<file path="config.mk">
export PLATFORM = sky130hd
export DESIGN_NAME = pixel_unshift
export DESIGN_NICKNAME = d
export VERILOG_FILES = /design/src/rtl/pixel_unshift.sv
export SDC_FILE = /design/constraint.sdc
export NUM_CORES = 1
export LEC_CHECK = 0
export ABC_AREA = 1
export CAP_MARGIN = 15
export CORE_MARGIN = 8
export CORE_UTILIZATION = 54
export CTS_BUF_LIST = sky130_fd_sc_hd__clkbuf_8
export CTS_CLUSTER_SIZE = 8
export DETAILED_ROUTE_END_ITERATION = 6
export DONT_BUFFER_PORTS = 1
export GPL_TIMING_DRIVEN = 0
export PLACE_DENSITY = 0.72
export SYNTH_ARGS = -nofsm -noshare
export SYNTH_HDL_FRONTEND = slang
export SYNTH_SLANG_ARGS = --single-unit
</file>
<file path="constraint.sdc">
create_clock -name clk -period 8.2 [get_ports clk]
set_input_delay 0.82 -clock clk [delete_from_list [all_inputs] [get_ports clk]]
set_output_delay 0.82 -clock clk [all_outputs]
set_load 0.005 [all_outputs]
</file>
<file path="src/rtl/pixel_unshift.sv">
// Parallel-to-serial unloader for an 11-tap, 24-bit pixel window.
// Captures the window on load and streams the selected taps oldest-first on a valid/ready port.
module pixel_unshift (
  input  logic        clk,
  input  logic        rst,
  input  logic [23:0] pix_0,
  input  logic [23:0] pix_1,
  input  logic [23:0] pix_2,
  input  logic [23:0] pix_3,
  input  logic [23:0] pix_4,
  input  logic [23:0] pix_5,
  input  logic [23:0] pix_6,
  input  logic [23:0] pix_7,
  input  logic [23:0] pix_8,
  input  logic [23:0] pix_9,
  input  logic [23:0] pix_10,
  input  logic [3:0]  len,
  input  logic        load,
  output logic        load_rdy,
  output logic [23:0] pixel,
  output logic        out_valid,
  input  logic        out_ready,
  output logic        sob,
  output logic        eob,
  output logic        busy
);

  localparam int unsigned NTAPS = 11;
  localparam int unsigned PIX_W = 24;
  localparam int unsigned IDX_W = 4;

  typedef enum logic {
    IDLE = 1'b0,
    SEND = 1'b1
  } state_t;

  state_t             state_q, state_d;
  logic [PIX_W-1:0]   cap_q [NTAPS];
  logic [PIX_W-1:0]   cap_d [NTAPS];
  logic [PIX_W-1:0]   pix_in [NTAPS];
  logic [IDX_W-1:0]   idx_q, idx_d;
  logic [PIX_W-1:0]   pixel_d;
  logic               valid_d, sob_d, eob_d, load_rdy_d, busy_d;
  logic [IDX_W-1:0]   len_eff;
  logic [IDX_W-1:0]   first_idx;
  logic [IDX_W-1:0]   next_idx;
  logic [PIX_W-1:0]   first_pix;
  logic [PIX_W-1:0]   next_pix;

  assign pix_in[0]  = pix_0;
  assign pix_in[1]  = pix_1;
  assign pix_in[2]  = pix_2;
  assign pix_in[3]  = pix_3;
  assign pix_in[4]  = pix_4;
  assign pix_in[5]  = pix_5;
  assign pix_in[6]  = pix_6;
  assign pix_in[7]  = pix_7;
  assign pix_in[8]  = pix_8;
  assign pix_in[9]  = pix_9;
  assign pix_in[10] = pix_10;

  // Out-of-range lengths fall back to the full window.
  assign len_eff   = (len == '0 || len > IDX_W'(NTAPS)) ? IDX_W'(NTAPS) : len;
  assign first_idx = IDX_W'(len_eff - IDX_W'(1));
  assign next_idx  = IDX_W'(idx_q - IDX_W'(1));

  // Tap select by index; indices beyond the window decode to zero.
  always_comb begin
    first_pix = '0;
    next_pix  = '0;
    for (int k = 0; k < NTAPS; k++) begin
      if (first_idx == IDX_W'(k)) first_pix = pix_in[k];
      if (next_idx  == IDX_W'(k)) next_pix  = cap_q[k];
    end
  end

  always_comb begin
    state_d    = state_q;
    cap_d      = cap_q;
    idx_d      = idx_q;
    pixel_d    = pixel;
    valid_d    = out_valid;
    sob_d      = sob;
    eob_d      = eob;
    load_rdy_d = load_rdy;
    busy_d     = busy;

    case (state_q)
      IDLE: begin
        if (load) begin
          cap_d      = pix_in;
          idx_d      = first_idx;
          pixel_d    = first_pix;
          valid_d    = 1'b1;
          sob_d      = 1'b1;
          eob_d      = (len_eff == IDX_W'(1));
          load_rdy_d = 1'b0;
          busy_d     = 1'b1;
          state_d    = SEND;
        end
      end
      SEND: begin
        if (out_valid && out_ready) begin
          if (idx_q != '0) begin
            idx_d   = next_idx;
            pixel_d = next_pix;
            sob_d   = 1'b0;
            eob_d   = (idx_q == IDX_W'(1));
          end else begin
            valid_d    = 1'b0;
            sob_d      = 1'b0;
            eob_d      = 1'b0;
            load_rdy_d = 1'b1;
            busy_d     = 1'b0;
            state_d    = IDLE;
          end
        end
      end
      default: begin
        state_d = IDLE;
      end
    endcase
  end

  always_ff @(posedge clk or posedge rst) begin
    if (rst) begin
      state_q   <= IDLE;
      idx_q     <= '0;
      pixel     <= '0;
      out_valid <= 1'b0;
      sob       <= 1'b0;
      eob       <= 1'b0;
      load_rdy  <= 1'b1;
      busy      <= 1'b0;
      for (int k = 0; k < NTAPS; k++) cap_q[k] <= '0;
    end else begin
      state_q   <= state_d;
      idx_q     <= idx_d;
      pixel     <= pixel_d;
      out_valid <= valid_d;
      sob       <= sob_d;
      eob       <= eob_d;
      load_rdy  <= load_rdy_d;
      busy      <= busy_d;
      for (int k = 0; k < NTAPS; k++) cap_q[k] <= cap_d[k];
    end
  end

endmodule

</file>
* After elaboration in Yosys (flattened, before gate mapping)
Cells that the tools add are included.
** Operators by class
- $add $sub $neg :: 2
- Order comparisons :: 1
- Equal/unequal tests :: 26
- Reductions and logical operators :: 10
- Mux-type cells :: 49
- Bitwise logic cells :: 1
** Operator list (number)
- 24-bit two-way mux :: 25
- 24-bit one-hot mux with 2 select lines :: 1
- 4-bit by 3-bit equality test with 1-bit output, second input constant :: 8
- 4-bit equality test, second input constant :: 6
- 4-bit by 1-bit equality test with 1-bit output, second input constant :: 4
- 4-bit by 2-bit equality test with 1-bit output, second input constant :: 4
- 4-bit two-way mux :: 4
- 1-bit two-way mux :: 13
- 4-bit zero test :: 3
- 1-bit one-hot mux with 2 select lines :: 5
- 4-bit one-hot mux with 2 select lines :: 1
- 4-bit by 1-bit subtractor with 4-bit output, second input constant :: 2
- 3-bit AND reduction :: 2
- 4-bit > comparator, second input constant :: 1
- 2-bit by 1-bit != test with 1-bit output, second input constant :: 2
- 2-bit != test, second input constant :: 2
- 2-bit AND reduction :: 2
- 4-bit nonzero test :: 1
- 1-bit logical AND :: 1
- 1-bit logical OR :: 1
- 1-bit NOT :: 1
** Word-level totals
- Output and inout port bits :: 29
- Register bits after elaboration :: 297

* Logic depth before layout (Yosys ltp)
Gate-level depths: netlist of run 1.
- Depth after elaboration :: 18
- Gate-level depth with buffers :: 25
- Depth with buffers taken out :: 25

* Least setup slack after synthesis of run 1
No wires, ideal clock.
- Kind :: input to register
- Start :: in len[2]
- End :: reg pixel[19]
- Required time :: 8.123 ns
- Stages :: 22
- Path buffers :: 2
- Arrival time :: 3.051 ns
- Path slack :: 5.072 ns
- Cell sequence :: nor2_1 > nand3_1 > o21ai_0 > nor2_1 > inv_1 > ha_1 > clkbuf_1 > inv_1 > nor3_4 > buf_2 > nand2_1 > nand3_1 > nand3_1 > nand2_1 > nand2_1 > nand2_1 > nand3_1 > nand3_1 > nand2_1 > nand2_1 > nand2_1 > a21oi_1
** On the way
- Word-level cells in the longest chain between the ends :: 18
- Elaborated cells between the ends (all ways) :: 29
** RTL lines
- start: declaration :: RTL line 17 : input logic [3:0] len,
- 4-bit > comparator / 4-bit zero test (equally long branches) :: RTL line 63 : assign len_eff = (len == '0 || len > IDX_W'(NTAPS)) ? IDX_W'(NTAPS) : len;
- 1-bit logical OR :: RTL line 63
- 4-bit two-way mux (*) :: RTL line 63
- 4-bit by 1-bit subtractor with 4-bit output (*) :: RTL line 64 : assign first_idx = IDX_W'(len_eff - IDX_W'(1));
- 4-bit zero test :: RTL line 72 : if (first_idx == IDX_W'(k)) first_pix = pix_in[k];
- 24-bit two-way mux (10 in series) :: RTL line 72
- 24-bit two-way mux (*) :: RTL line 72
- 24-bit two-way mux (*) :: RTL line 90 : if (load) begin
- 24-bit one-hot mux with 2 select lines (*) :: RTL line 88 : case (state_q)
- end signal: assignment :: RTL line 139 : pixel <= pixel_d;
- end: declaration :: RTL line 20 : output logic [23:0] pixel,
Every way passes the cells marked *; elsewhere a longest branch is shown, timed or not. The select of a mux whose other input is x is not followed.
A chain may end at the register's enable or synchronous reset.

* Worst setup path in the final report of run 1
- Start :: in len[2]
- End :: reg pixel[18]
The elaborated chain is that of the path after synthesis.

==> impl_metrics.csv, run 1 <==
group,metric,value,unit
power_and_ir_drop,combPwrFrac,0.442,
clock_tree,cts_tree,"done",
floorplan,io_pins,301,
global_route,grt_max_degree,41,
logic_synthesis,syn-mean-instance-area,6.57,um2
timing,finalSetupViolCount,0,
power_and_ir_drop,switching_share,0.465,
routing,drt-initial-drc-count,2505,
setup_path,critPathMaxStageDelay,0.46,ns
logic_synthesis,syn_nets,2949,
layout,final_cell_mix,"nand2_1 (1103), inv_1 (379), o21ai_0 (310), dfrtp_1 (296), nand3_1 (175)",
logic_synthesis,synth_top_family_by_area,"simple AND/OR/NAND/NOR gates",
logic_synthesis,postSynthCellCount,2669,
timing,rsz0062_at_grt,"false",
timing,period_minus_slack,4.10,ns
logic_synthesis,yosys.area_share.xor_xnor,0,
power_and_ir_drop,p_switching,3.40,mW
routing,vias,18424,
global_route,grt_pass1_wl,108000,um
logic_synthesis,synth.top_cell.area_share,0.423,
global_route,antenna_found_initial,4,
timing,min_period_over_period,0.499,
logic_synthesis,synth-seq-cells,297,
power_and_ir_drop,p_int,3.91,mW
power_and_ir_drop,pwr-share-seq,0.348,
logic_synthesis,synth_mux_area_frac,0,
setup_path,timing.critical_path.fanout_max,10,
floorplan,die_area,38500,um2
floorplan,fp.dieH,196,um
hold_path,hold_class,"in2reg",
layout,finish.utilization,0.602,
power_and_ir_drop,vdd_drop_max,0.184,mV
setup_path,cp_slowest_cell,"clkbuf_1",
setup_path,crit_family,"simple AND/OR/NAND/NOR gates",
timing,slew_violations,0,
clock_tree,htreeDepth,2,
setup_path,crit_chain,"nor2_1, nand3_1, o21ai_0, nor2_1, inv_1, ha_1, clkbuf_1, inv_1, nor3_4, buf_2, nand3_1, nand3_1, nand3_1, nand2_1, nand2_1, nand2_1, nand2_1, nand2_1, nand2_1, nand2_1, nand2_1, nand2_1, nand2_1, nand2_1",
power_and_ir_drop,power.clock.fraction,0.210,
floorplan,die_w,196,um
place,place_worst_setup_slack,3.74,ns
timing,tns,0,ns
setup_path,endpoint_kind,"register",
routing,avgRoutedWirePerCell,23.1,um
logic_synthesis,synth_area_leaders,"dfrtp_1 (42%), nand2_1 (24%), o21ai_0 (8.9%)",
clock_tree,clk_latency,0.65,ns
place,dp_hpwl,58200,um
timing,fmax,0.244,GHz
clock_tree,root_buffer,"clkbuf_8",
setup_path,critical_path_class,"in2reg",
setup_path,worstSetupStartpointType,"primary input",
timing,tightest_slew,1.06,ns
routing,routed_wl,74300,um
timing,finalClockSkew,0.0244,ns
outcome,outcome,"finished, final reports clean",
clock_tree,numCtsBuffers,54,
setup_path,critPathRequiredTime,8.77,ns
power_and_ir_drop,power.density,376,nW/um2
place,portBuffers,0,
run,cap_violations,0,
power_and_ir_drop,p_leak,10.4,nW
floorplan,rows,66,
clock_tree,clock_sinks,297,
place,place_congestion,1.05,
global_route,first_global_vias,17147,
clock_tree,cts_buffer_depth,3,
timing,finalHoldViolCount,0,
logic_synthesis,yosysSeqAreaShare,0.424,
clock_tree,cts_setup_buffers,0,
layout,nNetsFinal,3015,
routing,dr.pass1.iters,6,
timing,maxSlewHeadroom,0.293,
routing,drtAntennaViolNets,0,
setup_path,critical_path_arrival,4.67,ns
global_route,grt_overflow,0,
logic_synthesis,ys_types,33,
logic_synthesis,synth-simple-area-share,0.326,
layout,mostFrequentLayoutCell,"nand2_1",
logic_synthesis,synth_fa_ha_area_frac,0.00571,
floorplan,initial_core_util,0.543,
layout,fillCellCount,3209,
layout,syn2layout_area_growth,10.8,%
global_route,track_usage,0.378,
logic_synthesis,syn-cell-area,17500,um2
setup_path,crit_top_cell,"nand2_1",
routing,drc,0,
logic_synthesis,synth_top_cell_by_area,"dfrtp_1",
setup_path,crit_buf_inv,4,
routing,avgViaCountPerCell,5.72,
layout,drive_above_1_share,0.0648,
clock_tree,clkSlewWorstSetupHoldPaths,0.06,ns
logic_synthesis,synth_compound_area_frac,0.126,
timing,final.setup.worst_slack,4.10,ns
floorplan,coreArea,32300,um2
logic_synthesis,synth_warnings,0,
-- Yosys cell counts --
master    number
or2_2         19
dfstp_2        1
clkinv_1       2
nor3_1         1
a21oi_1      112
inv_2         11
nor2_8         1
or2_0          1
o21ai_1        7
buf_4          8
ha_1           8
clkbuf_2       1
nor2_2         4
clkbuf_1     101
nor2_1        50
nor3_4         1
o21ai_0      310
a31oi_1        1
nand4_1       16
nor3_2         1
inv_1        362
nand2_2        4
nand3_1      175
dfrtp_1      296
nand2_1     1103
o22ai_1        1
buf_2         30
buf_1         13
a211oi_2       1
o211ai_1       5
nor2_4         7
buf_6          1
nand3b_1      15
-- metrics by stage --
step | total power, mW | cell area (um2) | cells | hold slack [ns]
2_1_floorplan | 4.43 | 17500 | 2669 | 0.444
3_5_place_dp | 5.64 | 18300 | 3120 | 0.460
3_3_place_gp | 5.56 | 18100 | 3111 | 0.456
6_report | 7.31 | 19400 | 3220 | 0.273
4_1_cts | 7.16 | 19400 | 3219 | 0.253
5_1_grt | 7.72 | 19400 | 3220 | 0.264
-- per-layer routing --
metal  share of wire  GRT usage
met1            0.40      0.515
met4           0.038      0.141
met3            0.14      0.123
met2            0.43      0.553
met5         0.00054          0
-- repair_timing --
| action | in CTS | in global routing |
|---|---|---|
| gates resized for setup | 0 | 0 |
| hold buffers | 1 | 0 |
| hold endpoints to repair | 7 | 0 |
-- path summary, 6_finish.rpt --
kind,to,start,cells after the start,slack [ns]
max in group asynchronous,cap_q[138],rst,6,6.34
worst max-delay path,pixel[18],len[2],24,4.10
worst min register to register,cap_q[209],cap_q[209],2,0.48
worst max register to register,pixel[8],idx_q[0],17,4.47
worst min-delay path,cap_q[236],pix_1[20],2,0.27
min in group asynchronous,cap_q[6],rst,2,0.61
-- power groups by stage --
stage | clock network [mW] | logic [mW] | registers [mW]
3_3_place_gp | 0 | 3.03 | 2.53
6_report | 1.53 | 3.23 | 2.54
4_1_cts | 1.52 | 3.11 | 2.53
3_5_place_dp | 0 | 3.10 | 2.54
5_1_grt | 1.59 | 3.53 | 2.60
2_1_floorplan | 0 | 2.01 | 2.42
-- layout make-up --
cell class | count | area, um2 | area share
Inverter | 375 | 1410 | 0.0727
Timing Repair Buffer | 10 | 190 | 0.00979
Buffer | 154 | 654 | 0.0337
Tap cell | 442 | 553 | 0.0285
Sequential cell | 297 | 7430 | 0.383
Clock inverter | 23 | 118 | 0.00605
Clock buffer | 75 | 1030 | 0.0531
Antenna cell | 1 | 2.50 | 0.000129
Multi-Input combinational cell | 1843 | 8030 | 0.413
-- registers in the layout, indices dropped and copies added, names as in the netlist --
register  cells
pixel        24
load_rdy      1
busy          1
idx_q         4
eob           1
cap_q       264
sob           1
state_q       1
-- worst register-to-register path, delay by kind of cell (launching register included) --
family | cells | cell delay (ns)
flip-flops | 1 | 0.44
buffers and inverters | 3 | 0.95
adder cells (fa/ha/maj) | 1 | 0.22
AND/OR/NAND/NOR | 11 | 1.80
AO/OA/AOI/OAI | 2 | 0.24
-- cell families (layout without fill, tap and decap cells) --
| kind of cell | after synthesis | count (layout) |
|---|---|---|
| simple gates | 1398 | 1398 |
| buf+inv | 529 | 637 |
| compound gates | 437 | 437 |
| flops | 297 | 297 |
| fa+ha+maj | 8 | 8 |
| other cells | 0 | 1 |
(Power assumes the default switching activity.)
==> run 2, diff against run 1 <==
==> constraint.sdc (replaced) <==
create_clock -name clk -period 3.5 [get_ports clk]
set_input_delay 0.35 -clock clk [delete_from_list [all_inputs] [get_ports clk]]
set_output_delay 0.35 -clock clk [all_outputs]
set_load 0.005 [all_outputs]
==> impl_metrics.csv, run 2 (synthesis gave the netlist of run 1 again) <==
group,metric,value,unit
outcome,outcome,"complete, but fails checks",
outcome,violations,"design-rule violations",
power_and_ir_drop,power.density,793,nW/um2
power_and_ir_drop,p_leak,11.5,nW
setup_path,regToRegStartpoint,"idx_q[0]",
layout,fillCellCount,2860,
timing,fmax,0.296,GHz
layout,syn2layout_area_growth,26.4,%
setup_path,cp-startpoint,"idx_q[0]",
place,place_worst_setup_slack,-0.486,ns
timing,period_minus_slack,3.38,ns
routing,routed_wl,80300,um
setup_path,worstSetupEndpoint,"pixel[8]",
layout,reg_top3,"cap_q: 264 flops, pixel: 24 flops, idx_q: 4 flops",
layout,final_cell_mix,"nand2_1 (1102), inv_1 (377), o21ai_0 (310), dfrtp_1 (296), dlygate4sd3_1 (269)",
clock_tree,numCtsBuffers,54,
global_route,grt_max_degree,41,
routing,avgViaCountPerCell,5.76,
timing,tns,0,ns
timing,finalHoldViolCount,0,
floorplan,die_w,196,um
timing,maxSlewHeadroom,0.287,
power_and_ir_drop,power,17.6,mW
hold_path,hold_class,"in2reg",
routing,drc,1,
floorplan,coreArea,32300,um2
layout,stdcell_area,22200,um2
routing,drt-initial-drc-count,2833,
clock_tree,clk_latency,0.66,ns
layout,drive_above_1_share,0.0637,
setup_path,worstSetupStartpointType,"register",
timing,finalSetupViolCount,0,
place,dp_hpwl,58200,um
layout,multi_input_area,8070,um2
clock_tree,clock_sinks,297,
layout,instances_no_fill,3490,
global_route,first_global_vias,19106,
layout,nNetsFinal,3282,
routing,vias,20104,
setup_path,rrSetupSlack,0.12,ns
floorplan,initial_core_util,0.543,
timing,slew_violations,0,
floorplan,rows,66,
routing,dr.pass1.iters,7,
layout,mostFrequentLayoutCell,"nand2_1",
setup_path,endpoint_kind,"register",
layout,ff_latch_area,7430,um2
timing,tightest_slew,1.07,ns
setup_path,critical_path_class,"reg2reg",
routing,avgRoutedWirePerCell,23.0,um
clock_tree,clkSlewWorstSetupHoldPaths,0.06,ns
global_route,grt_overflow,0,
place,portBuffers,0,
clock_tree,htreeDepth,2,
place,placedInstanceArea,18300,um2
power_and_ir_drop,vdd_drop_max,0.437,mV
timing,rsz0062_at_grt,"false",
run,cap_violations,0,
routing,drtAntennaViolNets,0,
setup_path,critical_path_arrival,3.90,ns
timing,min_period_over_period,0.965,
clock_tree,cts_buffer_depth,3,
layout,top_register,"cap_q",
setup_path,r2r_cells,20,
floorplan,die_area,38500,um2
clock_tree,root_buffer,"clkbuf_8",
setup_path,timing.critical_path.fanout_max,10,
place,place_congestion,1.05,
clock_tree,cts_tree,"done",
place,place_inst,3120,
global_route,antenna_found_initial,3,
global_route,grt_pass1_wl,119000,um
floorplan,fp.dieH,196,um
timing,final.setup.worst_slack,0.123,ns
setup_path,rr_endpoint,"pixel[8]",
floorplan,io_pins,301,
layout,largest_reg_flops,264,
global_route,track_usage,0.410,
setup_path,critPathRequiredTime,4.03,ns
timing,finalClockSkew,0.0254,ns
==> run 2: repair_timing <==
action,4_1_cts,5_1_grt
hold buffers,269,0
gates resized for setup,2,14
hold endpoints to repair,354,0
setup buffers,0,1
pin swaps,0,2
setup endpoints to repair,6,23
==> run 2: critical path, stage by stage (launching register included) <==
cell and delay (ns):
dfrtp_1 0.46, inv_2 0.10, ha_4 0.20, nand2_1 0.07, inv_2 0.05, nor2_4 0.14
inv_2 0.09, nand3_1 0.16, buf_4 0.21, buf_2 0.30, nand3_1 0.18, nand2_1 0.21
nand3b_1 0.20, nand2_1 0.16, nand2_1 0.12, nand2_1 0.10, nand2_1 0.06, nand2_1 0.09
nand2_1 0.11, a21oi_1 0.14, a21oi_1 0.09
==> run 2: per-layer routing <==
metal  track usage  wire [um]  vias up
met5             0         19        -
met4         0.181       4270        4
met3         0.119      11400      299
li1              -          -     8905
met2         0.612      34100     1571
met1         0.548      30600     9325
==> run 2: final cells by class <==
type / instances / share of cell area
tap: 442 / 0.0250
clock inverter: 23 / 0.00531
inverter: 375 / 0.0637
antenna: 4 / 0.000452
sequential: 297 / 0.335
multi-input combinational: 1843 / 0.364
clock buffer: 75 / 0.0466
timing repair buffer: 279 / 0.130
buffer: 152 / 0.0294
==> run 2: how the worst min path moves through the flow <==
stage,startpoint,to,slack [ns],cells after the start
6_report,len[0],idx_q[0],0.02,3
5_1_grt,len[0],idx_q[0],0.04,3
4_1_cts,len[0],idx_q[0],0.0001,3
3_5_place_dp,rst,pixel[21],0.18,1
3_3_place_gp,cap_q[209],cap_q[209],0.46,2
2_1_floorplan,cap_q[120],cap_q[120],0.44,2
==> run 2: stage by stage <==
stage	hold slack, ns	utilization
after floorplan	0.444	-
after global placement	0.456	0.560
after detailed placement	0.180	0.566
after CTS	0.000125	0.685
after global routing	0.0419	0.686
final	0.0184	0.686
==> run 2: report_power, final <==
part           leakage [nW]  switching [mW]  internal (mW)
clock network         0.665            1.64           1.96
logic                  7.18            5.59           2.41
registers              3.70           0.944           5.02
